**config.mk**
```make
export PLATFORM = sky130hd
export DESIGN_NAME = vec_sweep_ctrl
export DESIGN_NICKNAME = d
export VERILOG_FILES = /design/src/rtl/vec_sweep_ctrl.sv
export SDC_FILE = /design/constraint.sdc
export NUM_CORES = 1
export LEC_CHECK = 0
export CORE_MARGIN = 2
export CORE_UTILIZATION = 51
export CTS_CLUSTER_SIZE = 30
export DETAILED_ROUTE_END_ITERATION = 8
export PLACE_DENSITY = 0.87
export SLEW_MARGIN = 20
export SYNTH_ARGS = -nofsm -noshare
export SYNTH_HDL_FRONTEND = slang
export SYNTH_SLANG_ARGS = --single-unit
```
**constraint.sdc**
```tcl
create_clock -name clk -period 2.4 [get_ports clk]
set_input_delay 0.48 -clock clk [delete_from_list [all_inputs] [get_ports clk]]
set_output_delay 0.48 -clock clk [all_outputs]
set_load 0.005 [all_outputs]
```
**src/rtl/vec_sweep_ctrl.sv**
```systemverilog
// Exhaustive input sweeper for small combinational units: drives every
// input vector in ascending order, captures settled outputs, folds a signature.
module vec_sweep_ctrl #(
  parameter int N_IN  = 4,
  parameter int N_OUT = 3,
  parameter int DWELL = 3,
  parameter int SIG_W = 16
) (
  input  logic             clk,
  input  logic             rst,
  input  logic             start,
  input  logic             abort,
  output logic [N_IN-1:0]  dut_in,
  input  logic [N_OUT-1:0] dut_out,
  output logic             busy,
  output logic             done,
  output logic [N_IN-1:0]  vec_idx,
  input  logic [N_IN-1:0]  rd_addr,
  output logic [N_OUT-1:0] rd_data,
  output logic [SIG_W-1:0] sig
);

  typedef enum logic [1:0] {
    IDLE,
    SETTLE,
    CAPTURE,
    DONE
  } state_t;

  localparam int CW = 8;
  localparam int DEPTH = 1 << N_IN;
  localparam logic [CW-1:0] CNT_END = CW'(DWELL - 1);
  localparam logic [N_IN-1:0] LAST = '1;

  state_t state;
  state_t state_n;
  logic [CW-1:0] cnt;
  logic [N_OUT-1:0] mem [DEPTH];
  logic cap_en;

  always_ff @(posedge clk or posedge rst) begin
    if (rst) state <= IDLE;
    else     state <= state_n;
  end

  always_comb begin
    state_n = state;
    if (abort) begin
      state_n = IDLE;
    end else begin
      unique case (state)
        IDLE, DONE: if (start) state_n = SETTLE;
        SETTLE:     if (cnt == CNT_END) state_n = CAPTURE;
        CAPTURE:    state_n = (vec_idx == LAST) ? DONE : SETTLE;
        default:    state_n = IDLE;
      endcase
    end
  end

  always_comb begin
    busy = (state == SETTLE) || (state == CAPTURE);
    done = (state == DONE);
  end

  // abort wins over a capture landing on the same edge
  assign cap_en = (state == CAPTURE) && !abort;

  always_ff @(posedge clk or posedge rst) begin
    if (rst) begin
      dut_in  <= '0;
      vec_idx <= '0;
      cnt     <= '0;
      sig     <= '0;
    end else if (abort) begin
      dut_in  <= '0;
      vec_idx <= '0;
      cnt     <= '0;
    end else begin
      unique case (state)
        IDLE, DONE: begin
          if (start) begin
            dut_in  <= '0;
            vec_idx <= '0;
            cnt     <= '0;
            sig     <= '0;
          end
        end
        SETTLE: begin
          if (cnt != CNT_END) cnt <= cnt + 1'b1;
        end
        CAPTURE: begin
          sig <= {sig[SIG_W-2:0], sig[SIG_W-1]}
               ^ SIG_W'({vec_idx, dut_out});
          if (vec_idx != LAST) begin
            vec_idx <= vec_idx + 1'b1;
            dut_in  <= vec_idx + 1'b1;
            cnt     <= '0;
          end
        end
        default: ;
      endcase
    end
  end

  // read-before-write: a same-cycle read of the written entry sees old data
  always_ff @(posedge clk or posedge rst) begin
    if (rst) begin
      rd_data <= '0;
      for (int i = 0; i < DEPTH; i++) mem[i] <= '0;
    end else begin
      rd_data <= mem[rd_addr];
      if (cap_en) mem[vec_idx] <= dut_out;
    end
  end

endmodule

```
==> out/summary.md <==
### Synthesis
• 3.45% — adder and majority cell fraction of the synthesized area
• 0 — EDFF count, synth
• 100% — Synth async-reset ratio
• sky130_fd_sc_hd__dfrtp_1 (51%), sky130_fd_sc_hd__mux2_2 (13%), sky130_fd_sc_hd__mux4_2 (6.8%) — cells taking the most area after synthesis
• 1.54% — synthesized-area fraction occupied by xor and xnor cells
• 0 — number of warnings printed during yosys synthesis
• sky130_fd_sc_hd__dfrtp_1 — top flip-flop cell by instance count after synthesis
• 3990 µm² — Post-Syn Area
• 81 — synthesized flop and latch total
• 42 — count of cell types in the netlist
• multiplexers — largest family of logic cells by synthesized area
• 11.9 µm² — mean post-synth cell area
• 358 — net count after synthesis
• sky130_fd_sc_hd__dfrtp_1 — top cell type by total area after synthesis
• 8.38% — Compound-Gate Fraction of Synth Area
• 336 — cell count after synthesis
• 11.2% — area share of and/or/nand/nor cells after synthesis
• 50.8% — area fraction of the dominant cell type after synthesis
• 20.9% — multiplexer share of the synthesized area
• 50.8% — sequential share of the synthesized area

### Timing
• 612 ps — transition time of the tightest slew-check pin
• 0 — max-slew violation count
• 0 ps — setup TNS
• no — setup repair after global routing missed its margin
• 59.1% — worst slew margin relative to its limit
• 441 MHz — Achievable Freq
• 94.5% — period utilization
• 8.90 ps — setup skew after layout
• 0 — final hold viol count
• 2270 ps — Period minus WS final
• 0 — number of setup violations in the final report

### Job
• 0 — number of maximum-capacitance violations

### Critical path
• inv_1 -> ha_1 -> inv_1 -> clkdlybuf4s50_1 — ordered cell list for the critical path
• 500 ps — Worst path max stage delay
• 3 — buffer and inverter count on the worst path
• 5 — maximum fanout count along the critical path
• flip-flop to output port — Setup CP Type
• sky130_fd_sc_hd__inv_1 — Critical Path Most Common Cell
• sky130_fd_sc_hd__clkdlybuf4s50_1 — cell with the largest stage delay on the worst path
• flip-flop — kind of start point of the critical path
• buffers and inverters — largest delay contributor family on the critical path
• 360 ps — slack of the worst reg-to-reg path
• 1920 ps — data required time of the critical path
• output port — element type at the critical path end
• 1790 ps — arrival time worst endpoint

### Power
• 2.96 mW — Final Total Pwr
• 629 nW/µm² — P per Cell Area
• 2.15 nW — static power due to leakage
• 0.417 mV — Max IR drop VDD

### Clock network
• sky130_fd_sc_hd__clkbuf_8 — clock root buffer
• 90 ps — clock input transition at the sequential cells of the worst setup and hold paths
• 0 — number of gates resized after CTS
• 0 — post-CTS setup buffer count
• 0 — count of hold buffers inserted by post-cts repair
• yes — TritonCTS clock tree
• 81 — TritonCTS sink count
• 9 — clock buffer count from CTS
• 2 — Clock Path Buffers
• 350 ps — clock latency reported for the late side of the worst-skew pair
• 3 — number of H-tree levels

### Placement
• 39 — port bufs
• 4500 µm² — area of placed instances
• 5600 µm — hpwl dp
• 0.847 — Routability Congestion

### Global route
• 0 — number of antenna violations at the first check in global routing
• 2706 — vias in the first global route
• 13400 µm — first-pass GRT wire length
• 0 — GR Overflow Total
• 20.1% — Total Routing Usage GR
• 82 — pin count of the biggest net entering global routing

### Layout
• 25.0% — proportion of layout cells with a drive suffix above 1
• 4710 µm² — post-route design area
• sky130_fd_sc_hd__dfrtp_1 — leading cell type in the layout, fill and taps excluded
• 0 — number of antenna cells inserted
• 18.0% — synthesis-to-layout area growth
• 397 — final net count
• sky130_fd_sc_hd__dfrtp_1 (81), sky130_fd_sc_hd__nand2_1 (51), sky130_fd_sc_hd__mux2_2 (47) — highest-count cells in the layout ignoring fill and taps

### Floorplan
• 52.1% — starting density of the core
• 7650 µm² — area of the placeable core
• 92.4 µm — width of the die
• 92.4 µm — Die Span Y
• 40 — number of top-level pins
• 8540 µm² — die outline area
• 32 — count of standard-cell rows

### Routing
• 4 — count of TritonRoute iterations in the first routing pass
• 5.56 — Via density
• 16.3 µm — routed length per instance
• 2679 — Vias
• 0 — number of routed nets with antenna violations
• 214 — violation count after the first detailed-route iteration
• 7870 µm — Routed WL
• 0 — post-detailed-route DRC marker count

### Worst hold path
• flip-flop to flip-flop — class of the tightest hold or removal check

### Run status
• finished, final reports clean — result of the run

==> power by group <==
group          switching, mW  total [mW]  leakage (nW)  internal, mW
sequential            0.0449        1.46          1.13          1.42
combinational          0.270       0.484         0.919         0.213
clock                  0.523        1.02         0.101         0.492
total                  0.839        2.96          2.15          2.12
==> state kept, by name, indices dropped and copies added, names as in the netlist <==
signal and count:
cnt 8, vec_idx 4, rd_data 3, mem 48, sig 16, state 2
==> Yosys cell counts, types with 3 or more instances <==
cell type,n
sky130_fd_sc_hd__a22oi_1,3
sky130_fd_sc_hd__a31oi_1,3
sky130_fd_sc_hd__buf_4,5
sky130_fd_sc_hd__clkbuf_1,13
sky130_fd_sc_hd__dfrtp_1,81
sky130_fd_sc_hd__ha_1,11
sky130_fd_sc_hd__inv_1,10
sky130_fd_sc_hd__mux2_2,47
sky130_fd_sc_hd__mux4_2,12
sky130_fd_sc_hd__nand2_1,51
sky130_fd_sc_hd__nand2b_1,5
sky130_fd_sc_hd__nand3_1,13
sky130_fd_sc_hd__nand4_1,3
sky130_fd_sc_hd__nor2_1,7
sky130_fd_sc_hd__nor2b_1,3
sky130_fd_sc_hd__o21ai_0,27
sky130_fd_sc_hd__xor2_1,7
==> per-layer routing <==
layer | global-route usage, % | vias up | part of all wire (%)
met4 | 5.97 | 0 | 0.89
met2 | 33.4 | 72 | 50
met3 | 5.29 | 6 | 4.6
li1 | - | 1269 | -
met1 | 26.2 | 1332 | 44
met5 | 0 | - | 0
==> cell families after synthesis <==
family                   count (synthesis)
AO/OA/AOI/OAI                           49
XOR/XNOR                                 7
adder cells (fa/ha/maj)                 11
buffers and inverters                   32
flip-flops                              81
multiplexers                            62
AND/OR/NAND/NOR                         94
==> path summary, 6_finish.rpt <==
kind                            depth (start not counted)     start       to
worst max-delay path                                    4  state[0]     busy
worst min-delay path                                    1   mem[20]  mem[20]
worst max register to register                          6  state[0]   cnt[0]
worst min register to register                          1   mem[20]  mem[20]
max in group asynchronous                               3       rst  mem[45]
min in group asynchronous                               3       rst  mem[37]
==> per-stage QoR <==
step,utilization (%),setup slack (ps),hold WS (ps),instances
final,61.5,131,499,482
after CTS,61.5,103,504,482
after global routing,61.5,21.8,527,482
after floorplan,-,669,459,336
after detailed placement,58.9,108,486,466
after global placement,58.9,199,479,466
==> final cells by class <==
cell class                 count  area [µm²]
tap                          102         128
clock buffer                   9         124
clock inverter                 7        77.6
fill                         563        2940
inverter                      10        41.3
timing repair buffer          50         498
sequential                    81        2030
multi-input combinational    223        1810
(Power assumes the default switching activity.)
==> patch 1 (same settings) <==
Register the inputs `start`, `abort`, `dut_out` and `rd_addr` before use, without a reset. The logic sees them one clock later.
--- a/src/rtl/vec_sweep_ctrl.sv
+++ b/src/rtl/vec_sweep_ctrl.sv
@@ -32,6 +32,18 @@
   localparam logic [CW-1:0] CNT_END = CW'(DWELL - 1);
   localparam logic [N_IN-1:0] LAST = '1;
 
+  logic start_q;
+  logic abort_q;
+  logic [N_OUT-1:0] dut_out_q;
+  logic [N_IN-1:0] rd_addr_q;
+
+  always_ff @(posedge clk) begin
+    start_q   <= start;
+    abort_q   <= abort;
+    dut_out_q <= dut_out;
+    rd_addr_q <= rd_addr;
+  end
+
   state_t state;
   state_t state_n;
   logic [CW-1:0] cnt;
@@ -45,11 +57,11 @@
 
   always_comb begin
     state_n = state;
-    if (abort) begin
+    if (abort_q) begin
       state_n = IDLE;
     end else begin
       unique case (state)
-        IDLE, DONE: if (start) state_n = SETTLE;
+        IDLE, DONE: if (start_q) state_n = SETTLE;
         SETTLE:     if (cnt == CNT_END) state_n = CAPTURE;
         CAPTURE:    state_n = (vec_idx == LAST) ? DONE : SETTLE;
         default:    state_n = IDLE;
@@ -63,7 +75,7 @@
   end
 
   // abort wins over a capture landing on the same edge
-  assign cap_en = (state == CAPTURE) && !abort;
+  assign cap_en = (state == CAPTURE) && !abort_q;
 
   always_ff @(posedge clk or posedge rst) begin
     if (rst) begin
@@ -71,14 +83,14 @@
       vec_idx <= '0;
       cnt     <= '0;
       sig     <= '0;
-    end else if (abort) begin
+    end else if (abort_q) begin
       dut_in  <= '0;
       vec_idx <= '0;
       cnt     <= '0;
     end else begin
       unique case (state)
         IDLE, DONE: begin
-          if (start) begin
+          if (start_q) begin
             dut_in  <= '0;
             vec_idx <= '0;
             cnt     <= '0;
@@ -90,7 +102,7 @@
         end
         CAPTURE: begin
           sig <= {sig[SIG_W-2:0], sig[SIG_W-1]}
-               ^ SIG_W'({vec_idx, dut_out});
+               ^ SIG_W'({vec_idx, dut_out_q});
           if (vec_idx != LAST) begin
             vec_idx <= vec_idx + 1'b1;
             dut_in  <= vec_idx + 1'b1;
@@ -108,8 +120,8 @@
       rd_data <= '0;
       for (int i = 0; i < DEPTH; i++) mem[i] <= '0;
     end else begin
-      rd_data <= mem[rd_addr];
-      if (cap_en) mem[vec_idx] <= dut_out;
+      rd_data <= mem[rd_addr_q];
+      if (cap_en) mem[vec_idx] <= dut_out_q;
     end
   end
 
Formal check against the unedited RTL: not equivalent (Yosys sat finds a counterexample within 4 cycles, from zero or initial values and one cycle with rst high).
==> patch 1 against the original RTL <==
Worst setup slack got worse by 46 ps. Sequential cell count increased by 9. Synthesized cell count increased by 2.4%. Routed wire length increased by 9.0%. Register-to-register slack got worse by 140 ps. Synthesized area increased by 6.7%. Global-route usage increased by 0.71 points. Final cell count increased by 2.1%. Core utilization decreased by 1.1 points. Maximum frequency decreased by 2.0%. Design area increased by 4.5%. Count of clock-buffer cells in the layout increased by 3. Highest routed layer unchanged.
Power is not compared: it rests on default switching activity, and its combinational part moved more than twofold at a synthesized area within 25%.
==> patch 1: results (changes against the original RTL) <==
| Metric | Value |
|---|---|
| Drt pass-1 iters | `4 (unchanged)` |
| Syn Nets | `366 (+2.2%)` |
| Internal power | `2.01 mW` |
| Synthesis Warnings | `0 (unchanged)` |
| Aggregate global-route resource usage | `0.208 (+0.00710)` |
| Root buf cell | `clkbuf_8` |
| Port buffer count | `39 (unchanged)` |
| Longest Clk Path Bufs | `2 (unchanged)` |
| Synth cell count leaders | `81 x dfrtp_1, 50 x mux2_2, 34 x nand2_1` |
| Layout Skew | `13.3 ps (+4.36 ps)` |
| DR vias | `2809 (+4.9%)` |
| CP top delay family | `buffers and inverters` |
| Detailed Route Iter0 Violations | `165 (-23%)` |
| HPWL after detailed placement | `6.09 mm (+8.8%)` |
| Distinct cells, synth | `49 (+17%)` |
| Routed wl met2 | `4.33 mm (+9.4%)` |
| Hold WS | `507 ps (+7.19 ps)` |
| # fillers | `609 (+8.2%)` |
| Worst r2r path cells | `5 (-1)` |
| Max layer used | `met4` |
| RR Endpoint | `cnt[4]` |
| Met2 Use GR | `0.337 (+0.00291)` |
| Critical Path Fanout Max | `6 (+1)` |
| Global-route wire length before repair | `14.4 mm (+7.7%)` |
| Clock-pin slew on the worst setup and hold paths | `80 ps` |
| Biggest regs | `mem (48), sig (16), cnt (8)` |
| Layout cell share with drive strength beyond 1 | `0.264 (+0.0136)` |
| P_leak | `2.16 nW` |
| Peak VDD IR | `0.246 mV` |
| Met1 Usage GRT | `0.281 (+0.0196)` |
| CP max-delay cell | `clkdlybuf4s50_1` |
| Routed WL | `8.57 mm (+9.0%)` |
| Asr flop ratio synth | `0.900 (-0.100)` |
| Die Width | `95.3 um (+3.2%)` |
| Sequential area share after synthesis | `0.519 (+0.0102)` |
| Largest net degree at the start of global routing | `51 (-38%)` |
| Hold WC Path Type | `in2async` |
| CP Data Arrival Time | `1840 ps (+50 ps)` |
| Fin nets | `404 (+1.8%)` |
| Gpl congestion | `0.799 (-5.7%)` |
| CP peak stage delay | `490 ps` |
| Rel. slew slack | `0.553 (-0.0380)` |
| Synth area leaders | `dfrtp_1 48%, mux2_2 13%, mux4_2 6.4%` |
| Reg-to-reg slack, setup | `220 ps (-140 ps)` |
| Status | `finished clean` |
| CP startpoint | `state[0]` |
| Initial antenna violation count | `0 (unchanged)` |
| Met3 usage | `0.0253 (-0.0276)` |
| WL met3 | `253 um (-30%)` |
| M1 WL | `3.85 mm (+11%)` |
| Vias in the first global route | `2867 (+5.9%)` |
-- patch 1: cell types whose count changed in the layout (fill, tap and decap cells not counted), sizes merged, moves of 3 or more --
cell	before	now
o21ai	29	16
xnor2	0	7
inv	12	9
clkbuf	9	12
xor2	7	0
nor2	7	19
o31ai	5	13
a21oi	1	4
dfxtp	0	9
nand2	51	35
-- patch 1: power by group through the flow --
stage               clock network, mW  registers (mW)  logic [mW]
finish                          0.926            1.56       0.180
global route                     1.01            1.57       0.201
CTS                             0.941            1.56       0.182
detailed placement                  0            1.59       0.180
global placement                    0            1.59       0.175
floorplan                           0            1.57       0.137
-- patch 1: through the flow --
stage | instances | worst slack [ps] | utilization | cell area (um^2) | total power, mW
6_report | 492 | 84.9 | 0.604 | 4920 | 2.67
3_5_place_dp | 476 | 234 | 0.583 | 4740 | 1.77
3_3_place_gp | 476 | 332 | 0.583 | 4740 | 1.76
4_1_cts | 492 | 27.4 | 0.604 | 4910 | 2.68
5_1_grt | 492 | 2.93 | 0.604 | 4920 | 2.78
2_1_floorplan | 344 | 465 | - | 4260 | 1.71
-- patch 1: final cells by class --
type / instances / area share
multi-input cells: 224 / 0.385
inverters: 9 / 0.00764
flip-flops and latches: 90 / 0.449
repair buffers: 48 / 0.0957
clock buffers: 12 / 0.0295
well taps: 105 / 0.0267
clock inverters: 4 / 0.00585
-- patch 1: cell families after synthesis --
logic type                 after synthesis  share of synthesized area
adders and majority gates               11                     0.0323
and+or+nand+nor                         94                      0.112
AOI/OAI and AO/OA                       49                     0.0882
buffers and inverters                   30                     0.0362
DFF                                     90                      0.519
muxes                                   63                      0.198
xor gates and xnor gates                 7                     0.0144
==> patch 2 (same flow settings) <==
Without the edit above. Set the localparam `CW` to 9 (it was 8).
--- a/src/rtl/vec_sweep_ctrl.sv
+++ b/src/rtl/vec_sweep_ctrl.sv
@@ -27,7 +27,7 @@
     DONE
   } state_t;
 
-  localparam int CW = 8;
+  localparam int CW = 9;
   localparam int DEPTH = 1 << N_IN;
   localparam logic [CW-1:0] CNT_END = CW'(DWELL - 1);
   localparam logic [N_IN-1:0] LAST = '1;
Formal check against the unedited RTL: same outputs for any inputs over 10 cycles, from zero or initial values and one cycle with rst high; that may be too few to reach the edited logic, so the function may still have changed.
==> patch 2 against the original RTL <==
Core utilization is 0.48 points higher. Final cell count is 2.1% higher. Synthesized area is 1.9% higher. Worst setup slack better by 1.0 ps. Sequential power is 3% lower. Routed wire length is 12% higher. Total power is 5.0% lower. Clock power is 8% higher. Worst hold slack worse by 5.6 ps. Design area is 1.8% higher. Maximum frequency hardly changed. Sequential cell count is 1 higher. Largest cell class unchanged.
==> patch 2: results (changes against the original RTL) <==
| Metric | Value |
|---|---|
| Global-route wire length before repair | `14.9 mm (+11%)` |
| Least-Margin Pin Slew | `680 ps (+67.8 ps)` |
| Critical Path Fanout Max | `5 (unchanged)` |
| CP top delay family | `buffers and inverters` |
| Area post-placement | `0.00457 mm^2 (+1.5%)` |
| Max layer used | `met4` |
| Combinational Power Share | `0.110 (-0.053)` |
| M1 WL | `3.74 mm (+7.4%)` |
| Internal power | `2.12 mW (about the same)` |
| Reg-to-reg slack, setup | `440 ps (+80 ps)` |
| Synth area leaders | `dfrtp_1 50%, mux2_2 14%, mux4_2 6.7%` |
| Initial antenna violation count | `0 (unchanged)` |
| Detailed Route Iter0 Violations | `305 (+43%)` |
| Worst hold stages | `1 (unchanged)` |
| Routed wl met2 | `4.49 mm (+13%)` |
| Syn Inst Count | `347 (+3.3%)` |
| Resized cells post-CTS | `0 (unchanged)` |
| Seq pwr share | `0.500 (+0.006)` |
| Layout cell share with drive strength beyond 1 | `0.246 (-0.00385)` |
| Met2 Use GR | `0.363 (+0.0288)` |
| P_leak | `2.20 nW (+2.8%)` |
| Distinct cells, synth | `45 (+7.1%)` |
| Net Sw Frac | `0.246 (-0.0375)` |
| DR vias/cell | `5.87 (+5.6%)` |
| Syn Nets | `368 (+2.8%)` |
| HPWL after detailed placement | `5.91 mm (+5.5%)` |
| Synth cell count leaders | `82 x dfrtp_1, 59 x nand2_1, 49 x mux2_2` |
| Status | `finished clean` |
| Fin nets | `406 (+2.3%)` |
| Vias in the first global route | `3035 (+12%)` |
| WL met3 | `401 um (+11%)` |
| Sequential area share after synthesis | `0.505 (-0.00355)` |
| Root buf cell | `clkbuf_8` |
| Aggregate global-route resource usage | `0.221 (+0.0192)` |
| RR Endpoint | `state[1]` |
| Met1 Usage GRT | `0.284 (+0.0225)` |
| Gpl congestion | `0.866 (+2.2%)` |
| DR WL/cell | `18.0 um (+10%)` |
| Layout Skew | `12.5 ps (+3.63 ps)` |
| Fin cells | `492 (+2.1%)` |
| Biggest regs | `mem (48), sig (16), cnt (9)` |
| Largest net degree at the start of global routing | `83 (+1.2%)` |
| Clock-pin slew on the worst setup and hold paths | `90 ps (about the same)` |
| Drt pass-1 iters | `4 (unchanged)` |
| Hold WC Path Type | `reg2reg` |
| Peak VDD IR | `0.347 mV (-17%)` |
| Placed cells | `476 (+2.1%)` |
| Met3 usage | `0.0395 (-0.0134)` |
-- patch 2: kinds of logic (layout without fill, tap and decap cells) --
family          after synthesis  in the layout  synth area share
fa+ha+maj                    10             10            0.0308
mux                          63             63             0.208
compound gates               48             48            0.0804
flops                        82             82             0.505
buf+inv                      31             74            0.0369
simple gates                106            106             0.124
xor+xnor                      7              7            0.0151
-- patch 2: area by class of cell --
| cell class | instances | area [um^2] |
|---|---|---|
| fillers | 564 | 2940 |
| flip-flops and latches | 82 | 2050 |
| multi-input cells | 234 | 1860 |
| repair buffers | 50 | 498 |
| clock buffers | 11 | 141 |
| well taps | 102 | 128 |
| clock inverters | 5 | 77.6 |
| inverters | 8 | 33.8 |
-- patch 2: per-stage QoR --
stage                     setup WS [ps]  hold slack [ps]
after CTS                           122              498
after detailed placement            148              480
after floorplan                     574              459
after global placement              213              471
final                               132              494
after global routing               66.4              527
